## src/rtl/ps2_kbd_tx.sv

```systemverilog
// ps2_kbd_tx: device-side PS/2 keyboard transmitter.
// Serializes one key event as the byte sequence [E0] [F0] code, each byte as
// an 11-bit PS/2 frame (start 0, 8 data LSB first, odd parity, stop 1).
// The block backs off while the host inhibits the clock line and restarts
// the byte from its start bit.
//
// Ports:
//   clk_sys       system clock, all logic on the rising edge
//   reset         synchronous, active-high
//   ev_valid      key event offered
//   ev_ready      event accepted this cycle (high only in IDLE)
//   ev_pressed    1 = make, 0 = break (adds F0 prefix)
//   ev_extended   1 = adds E0 prefix
//   ev_code       8-bit scan code
//   ps2_clk_in    sampled PS/2 clock line (asynchronous)
//   ps2_clk_out   1 = release clock line, 0 = drive low
//   ps2_data_out  1 = release data line, 0 = drive low
//   busy          high from acceptance until the last byte's gap completes
//   byte_done     one-cycle pulse as each byte's gap begins
module ps2_kbd_tx #(
   parameter int unsigned HALF_PERIOD = 960,
   parameter int unsigned GAP_HALVES  = 2
) (
   input  logic       clk_sys,
   input  logic       reset,
   input  logic       ev_valid,
   output logic       ev_ready,
   input  logic       ev_pressed,
   input  logic       ev_extended,
   input  logic [7:0] ev_code,
   input  logic       ps2_clk_in,
   output logic       ps2_clk_out,
   output logic       ps2_data_out,
   output logic       busy,
   output logic       byte_done
);

   localparam int unsigned CNT_W = 16;
   localparam int unsigned GAP_W = (GAP_HALVES > 1) ? $clog2(GAP_HALVES) : 1;
   localparam logic [CNT_W-1:0] HALF_LOAD   = CNT_W'(HALF_PERIOD - 1);
   // Inhibit is only honoured once 3 cycles of the high phase have elapsed,
   // covering synchronizer latency after this block releases the clock.
   localparam logic [CNT_W-1:0] INHIBIT_MAX = CNT_W'(HALF_PERIOD - 4);
   localparam logic [GAP_W-1:0] GAP_LAST    = GAP_W'(GAP_HALVES - 1);
   localparam logic [3:0]       BIT_STOP    = 4'd10;

   typedef enum logic [2:0] {
      S_IDLE,
      S_WAIT_LINE,
      S_BIT_HI,
      S_BIT_LO,
      S_GAP
   } state_t;

   state_t           state_q, state_d;
   logic [CNT_W-1:0] cnt_q, cnt_d;
   logic [3:0]       bit_q, bit_d;
   logic [GAP_W-1:0] gap_q, gap_d;
   logic             ext_q, ext_d;
   logic             brk_q, brk_d;
   logic [7:0]       code_q, code_d;
   logic             clk_q, clk_d;
   logic             data_q, data_d;
   logic             busy_q, busy_d;
   logic             done_q, done_d;
   logic [1:0]       sync_q;
   logic             clk_s;
   logic [7:0]       cur_byte;

   // Line level for frame position idx of byte d.
   function automatic logic frame_bit(input logic [3:0] idx, input logic [7:0] d);
      logic b;
      case (idx)
         4'd0:    b = 1'b0;
         4'd9:    b = ~(^d);
         4'd10:   b = 1'b1;
         default: b = d[3'(idx - 4'd1)];
      endcase
      return b;
   endfunction

   assign clk_s    = sync_q[1];
   // Pending prefixes go out first; the code byte is last.
   assign cur_byte = ext_q ? 8'hE0 : (brk_q ? 8'hF0 : code_q);

   assign ev_ready     = (state_q == S_IDLE);
   assign ps2_clk_out  = clk_q;
   assign ps2_data_out = data_q;
   assign busy         = busy_q;
   assign byte_done    = done_q;

   // State and output registers, plus the clock-line synchronizer.
   always_ff @(posedge clk_sys) begin
      if (reset) begin
         state_q <= S_IDLE;
         cnt_q   <= '0;
         bit_q   <= '0;
         gap_q   <= '0;
         ext_q   <= 1'b0;
         brk_q   <= 1'b0;
         code_q  <= '0;
         clk_q   <= 1'b1;
         data_q  <= 1'b1;
         busy_q  <= 1'b0;
         done_q  <= 1'b0;
         sync_q  <= '0;
      end else begin
         state_q <= state_d;
         cnt_q   <= cnt_d;
         bit_q   <= bit_d;
         gap_q   <= gap_d;
         ext_q   <= ext_d;
         brk_q   <= brk_d;
         code_q  <= code_d;
         clk_q   <= clk_d;
         data_q  <= data_d;
         busy_q  <= busy_d;
         done_q  <= done_d;
         sync_q  <= {sync_q[0], ps2_clk_in};
      end
   end

   // Next-state and next-output logic.
   always_comb begin
      state_d = state_q;
      cnt_d   = (cnt_q != '0) ? cnt_q - CNT_W'(1) : cnt_q;
      bit_d   = bit_q;
      gap_d   = gap_q;
      ext_d   = ext_q;
      brk_d   = brk_q;
      code_d  = code_q;
      clk_d   = clk_q;
      data_d  = data_q;
      busy_d  = busy_q;
      done_d  = 1'b0;

      case (state_q)
         S_IDLE: begin
            clk_d  = 1'b1;
            data_d = 1'b1;
            busy_d = 1'b0;
            if (ev_valid) begin
               ext_d   = ev_extended;
               brk_d   = ~ev_pressed;
               code_d  = ev_code;
               bit_d   = '0;
               busy_d  = 1'b1;
               state_d = S_WAIT_LINE;
            end
         end

         S_WAIT_LINE: begin
            clk_d  = 1'b1;
            data_d = 1'b1;
            if (clk_s) begin
               cnt_d   = HALF_LOAD;
               data_d  = frame_bit(bit_q, cur_byte);
               state_d = S_BIT_HI;
            end
         end

         S_BIT_HI: begin
            if (!clk_s && (cnt_q <= INHIBIT_MAX)) begin
               // Host inhibit: drop this attempt and resend the byte later.
               clk_d   = 1'b1;
               data_d  = 1'b1;
               bit_d   = '0;
               state_d = S_WAIT_LINE;
            end else if (cnt_q == '0) begin
               cnt_d   = HALF_LOAD;
               clk_d   = 1'b0;
               state_d = S_BIT_LO;
            end
         end

         S_BIT_LO: begin
            if (cnt_q == '0) begin
               cnt_d = HALF_LOAD;
               clk_d = 1'b1;
               if (bit_q == BIT_STOP) begin
                  data_d  = 1'b1;
                  gap_d   = '0;
                  done_d  = 1'b1;
                  state_d = S_GAP;
               end else begin
                  bit_d   = bit_q + 4'd1;
                  data_d  = frame_bit(bit_q + 4'd1, cur_byte);
                  state_d = S_BIT_HI;
               end
            end
         end

         S_GAP: begin
            clk_d  = 1'b1;
            data_d = 1'b1;
            if (cnt_q == '0) begin
               if (gap_q == GAP_LAST) begin
                  if (ext_q || brk_q) begin
                     if (ext_q) begin
                        ext_d = 1'b0;
                     end else begin
                        brk_d = 1'b0;
                     end
                     bit_d   = '0;
                     state_d = S_WAIT_LINE;
                  end else begin
                     busy_d  = 1'b0;
                     state_d = S_IDLE;
                  end
               end else begin
                  gap_d = gap_q + GAP_W'(1);
                  cnt_d = HALF_LOAD;
               end
            end
         end

         default: begin
            state_d = S_IDLE;
         end
      endcase
   end

endmodule

```

## config.mk

```make
export PLATFORM = sky130hd
export DESIGN_NAME = ps2_kbd_tx
export DESIGN_NICKNAME = d
export VERILOG_FILES = /design/src/rtl/ps2_kbd_tx.sv
export SDC_FILE = /design/constraint.sdc
export NUM_CORES = 1
export LEC_CHECK = 0
export ABC_AREA = 1
export BUFFER_PORTS_ARGS = -buffer_cell sky130_fd_sc_hd__buf_2
export CAP_MARGIN = 20
export CELL_PAD_IN_SITES_DETAIL_PLACEMENT = 1
export CELL_PAD_IN_SITES_GLOBAL_PLACEMENT = 1
export CORE_ASPECT_RATIO = 1.4
export CORE_MARGIN = 2
export CORE_UTILIZATION = 25
export DETAILED_ROUTE_END_ITERATION = 8
export MAX_ROUTING_LAYER = met4
export PLACE_DENSITY_LB_ADDON = 0.1
export SLEW_MARGIN = 5
export SYNTH_ARGS = -nofsm -noshare
export SYNTH_HDL_FRONTEND = slang
export SYNTH_SLANG_ARGS = --single-unit
```

## constraint.sdc

```tcl
create_clock -name clk_sys -period 2.9 [get_ports clk_sys]
set_input_delay 0.58 -clock clk_sys [delete_from_list [all_inputs] [get_ports clk_sys]]
set_output_delay 0.58 -clock clk_sys [all_outputs]
set_load 0.02 [all_outputs]
```

==> summary.md <==
| Metric | Value |
|---|---|
| Core Footprint | 10800 µm² |
| Resize count post-CTS | 0 |
| Number of global-route vias before repair | 2684 |
| Initial cell density of the core | 25.4% |
| Vertical extent of the die | 128 µm |
| Tot GR Track Use | 15.6% |
| Period utilisation layout | 72.9% |
| Initial antenna violation count | 0 |
| Final critical delay including setup and external delays | 2.11 ns |
| Synthesized-area fraction occupied by ao, oa, aoi and oai cells | between 10% and 20% |
| Worst hold path cell count | 2 |
| Number of design rule violations left after detail routing | 0 |
| Layout Nets | 457 |
| Placed Instances | 567 |
| Required time of the critical path | 3.14 ns |
| Max-Slew Margin vs Limit | 60.4% |
| Reg-to-reg critical path startpoint | bit_q[1] |
| Minimum setup slack among reg-to-reg paths | approximately 0.79 ns |
| Setup TNS | 0 ns |
| Count of warnings emitted by yosys | 0 |
| Clock-pin slew reported for the worst setup and hold paths after clock tree synthesis | about 0.060 ns |
| Slew at the pin with the worst max-slew slack | about 0.59 ns |
| Htree depth | 2 |
| Number of filler cells placed in the layout | between 1000 and 1500 |
| Main combinational cell family by area after synthesis | simple AND/OR/NAND/NOR gates |
| Area of the multi-input gates | 1670 µm² |
| Hold Crit Start | sync_q[0] |
| Number of standard cells in the layout, taps in and fillers out | 575 |
| Share of cells above drive strength 1 | 16.4% |
| Setup CP Type | reg2reg |
| Average cell area after synthesis | 6.69 µm² |
| Category of the worst setup path launch point | register |
| Outcome | finished clean |
| Register cell area after layout | 801 µm² |
| Distinct cells, synth | 41 |
| FF+latch count, synth | 40 |
| Leading area contributor after synthesis | dfxtp_1 |
| Number of input and output port buffers inserted | 18 |
| Max-slew violations | 0 |
| Synthesized-area fraction occupied by adder cells | under 10% |
| Pre-antenna DRT Iters | 4 |
| Setup slack at placement | between 0.7 and 0.8 ns |
| Final worst setup slack | approximately 0.79 ns |
| Inserted Diodes | 0 |
| Max-cap check violation count | 0 |
| Area of the die | 11900 µm² |
| Count of endpoints failing hold in the final timing report | 0 |
| Horizontal die dimension | 92.6 µm |
| Maximum vdd drop | a little over 0.4 mV |
| Sequential cell area fraction in the yosys report | 29.1% |
| I/O pin cnt | 19 |
| Worst Path Max Fanout | 6 |
| Cell row count | 45 |
| CP Capture Type | register |
| Number of buffers on the longest clock path | 2 |
| Endpoint arrival time on the critical path | 2.35 ns |
| Unrepaired setup endpoints after global routing | false |
| CTS tree | built |
| Number of cells on the worst reg-to-reg path | 16 |
| Area of the mapped netlist | 2750 µm² |
| Clock buffer count from CTS | 5 |
| Clk sinks | 40 |
| Simple logic cell fraction of the synthesized area | approximately two fifths |
| Initial DRC Count | 64 |
| Static leakage power | 1.53 nW |
| GR met1 Demand/Resource | 15.9% |
| Top Usage Layer GRT | met2 |
| Global-route track usage on met3 | under 10% |
| Synthesized netlist net count | 435 |
| Synth-to-layout area growth | 14.7% |
| Power after layout | 3.85 mW |
| Synth top area cells | dfxtp_1 (29%), nand2_1 (12%), inv_1 (7.8%) |
| Leftover overflow at the end of global routing | 0 |
| Worst hold endpoint | sync_q[1] |
| DR vias/cell | 4.61 |
| Half-perimeter wire length of the detailed placement result | 6890 µm |
| Worst-skew pair later-pin latency | a little under 0.3 ns |
| Worst setup path startpoint | bit_q[1] |
| Cell count after synthesis | 411 |
| Worst-case clock skew | around 0.0084 ns |
| Global-route wire length before repair | 13900 µm |
| Buffers inserted by post-CTS timing repair | 0 |
| R2R Path End | ps2_data_out |
| Post-route worst hold slack | ~0.41 ns |
| Met2 routing resource usage after global routing | roughly 30% |
| Post-synthesis xor/xnor area fraction | 4.78% |
| Multiplexer share of the synthesized area | 0% |
| Highest Clock Rate | 473 MHz |
| Pwr per Cell Area | 1220 nW/µm² |
| Final setup violating endpoints | 0 |
| Number of nets still failing antenna checks after routing | 0 |
| Cts-stage hold buffer count | 0 |
| Root cell of the clock tree | clkbuf_16 |
| Total wire length after detailed routing | about 8700 µm |
| Hold crit path type | reg2reg |
| Largest net degree at the start of global routing | 20 |
| Vias | 2649 |
| Area fraction of the dominant cell type after synthesis | 29.1% |
| Routed length per placed instance | 15.1 µm |
| Routability cong. | approximately 0.86 |
registers in the layout (all words and copies together), names as in the netlist:
name / count
cnt_q: 16
code_q: 8
bit_q: 4
state_q: 3
sync_q: 2
brk_q: 1
busy: 1
byte_done: 1
ext_q: 1
gap_q: 1
ps2_clk_out: 1
ps2_data_out: 1
logic make-up (layout without fill, tap and decap cells):
group                      Yosys count  after routing
AOI/OAI and AO/OA                   64             64
xor gates and xnor gates            15             15
adders and majority gates           10             10
buffers and inverters               71             94
DFF                                 40             40
and+or+nand+nor                    211            211
per-layer routing:
layer / up-vias / part of all wire, % / wire (µm)
met4: 0 / 2.6 / 224
met5: - / 0 / 0
met3: 17 / 1.9 / 163
met1: 1250 / 40 / 3500
met2: 29 / 55 / 4770
li1: 1353 / - / -
cell usage after synthesis (all sizes together):
| cell type | instances |
|---|---|
| a31oi | 1 |
| nand3b | 2 |
| nand4 | 5 |
| nand3 | 38 |
| nor3b | 1 |
| clkbuf | 3 |
| a211oi | 2 |
| o21ai | 28 |
| a21oi | 27 |
| nand2 | 100 |
| clkinv | 1 |
| nor2 | 53 |
| a21o | 2 |
| or2 | 2 |
| buf | 2 |
| ha | 10 |
| o21bai | 1 |
| inv | 65 |
| xor2 | 8 |
| o22ai | 3 |
| nor3 | 6 |
| dfxtp | 40 |
| xnor2 | 7 |
| nor4 | 4 |
cells in the final DEF, fill, tap and decap left out, drive strengths merged:
| cell | instances |
|---|---|
| xnor2 | 7 |
| o21ai | 28 |
| nor3b | 1 |
| ha | 10 |
| clkbuf | 8 |
| buf | 20 |
| nand3b | 2 |
| a31oi | 1 |
| nor2 | 53 |
| dfxtp | 40 |
| xor2 | 8 |
| o22ai | 3 |
| nor4 | 4 |
| a21o | 2 |
| clkinv | 1 |
| o21bai | 1 |
| or2 | 2 |
| nand2 | 100 |
| nand4 | 5 |
| nor3 | 6 |
| nand3 | 38 |
| a211oi | 2 |
| inv | 65 |
| a21oi | 27 |
per-stage QoR:
step	cell area, µm²	utilization, %
floorplan	2750	-
global route	3150	29.2
CTS	3150	29.2
detailed placement	3010	27.8
finish	3150	29.2
global placement	3010	27.8
area by class of cell:
type,count,area share (%)
Sequential cell,40,25.4
Multi-Input combinational cell,300,53.1
Tap cell,141,5.59
Clock buffer,8,4.64
Inverter,66,7.97
Timing Repair Buffer,20,3.33
how the worst max path moves through the flow:
stage	endpoint	slack, ns	depth (start not counted)
floorplan	ps2_data_out	1.07	14
global placement	ps2_data_out	0.79	16
detailed placement	ps2_data_out	0.79	16
global route	ps2_data_out	0.55	17
finish	ps2_data_out	0.79	16
CTS	ps2_data_out	0.77	16
worst max-delay path: stages (launching register included):
cell	delay [ns]
dfxtp_1	0.45
inv_1	0.16
ha_1	0.36
inv_1	0.07
nor2_1	0.26
nand3_1	0.13
nand2_1	0.08
nor2_1	0.06
nand2_1	0.06
nand3_1	0.07
nand2_1	0.06
inv_1	0.03
nand2_1	0.04
nand2_1	0.04
nand3_1	0.07
nand2_1	0.06
nand2_1	0.05
where the power goes:
group / total [mW] / leakage (nW) / switching (mW) / internal [mW]
combinational: 2.34 / 1.13 / 1.55 / 0.793
clock: 0.577 / 0.0712 / 0.233 / 0.344
sequential: 0.934 / 0.329 / 0.198 / 0.736
No activity file was read; power rests on OpenSTA's default activity.
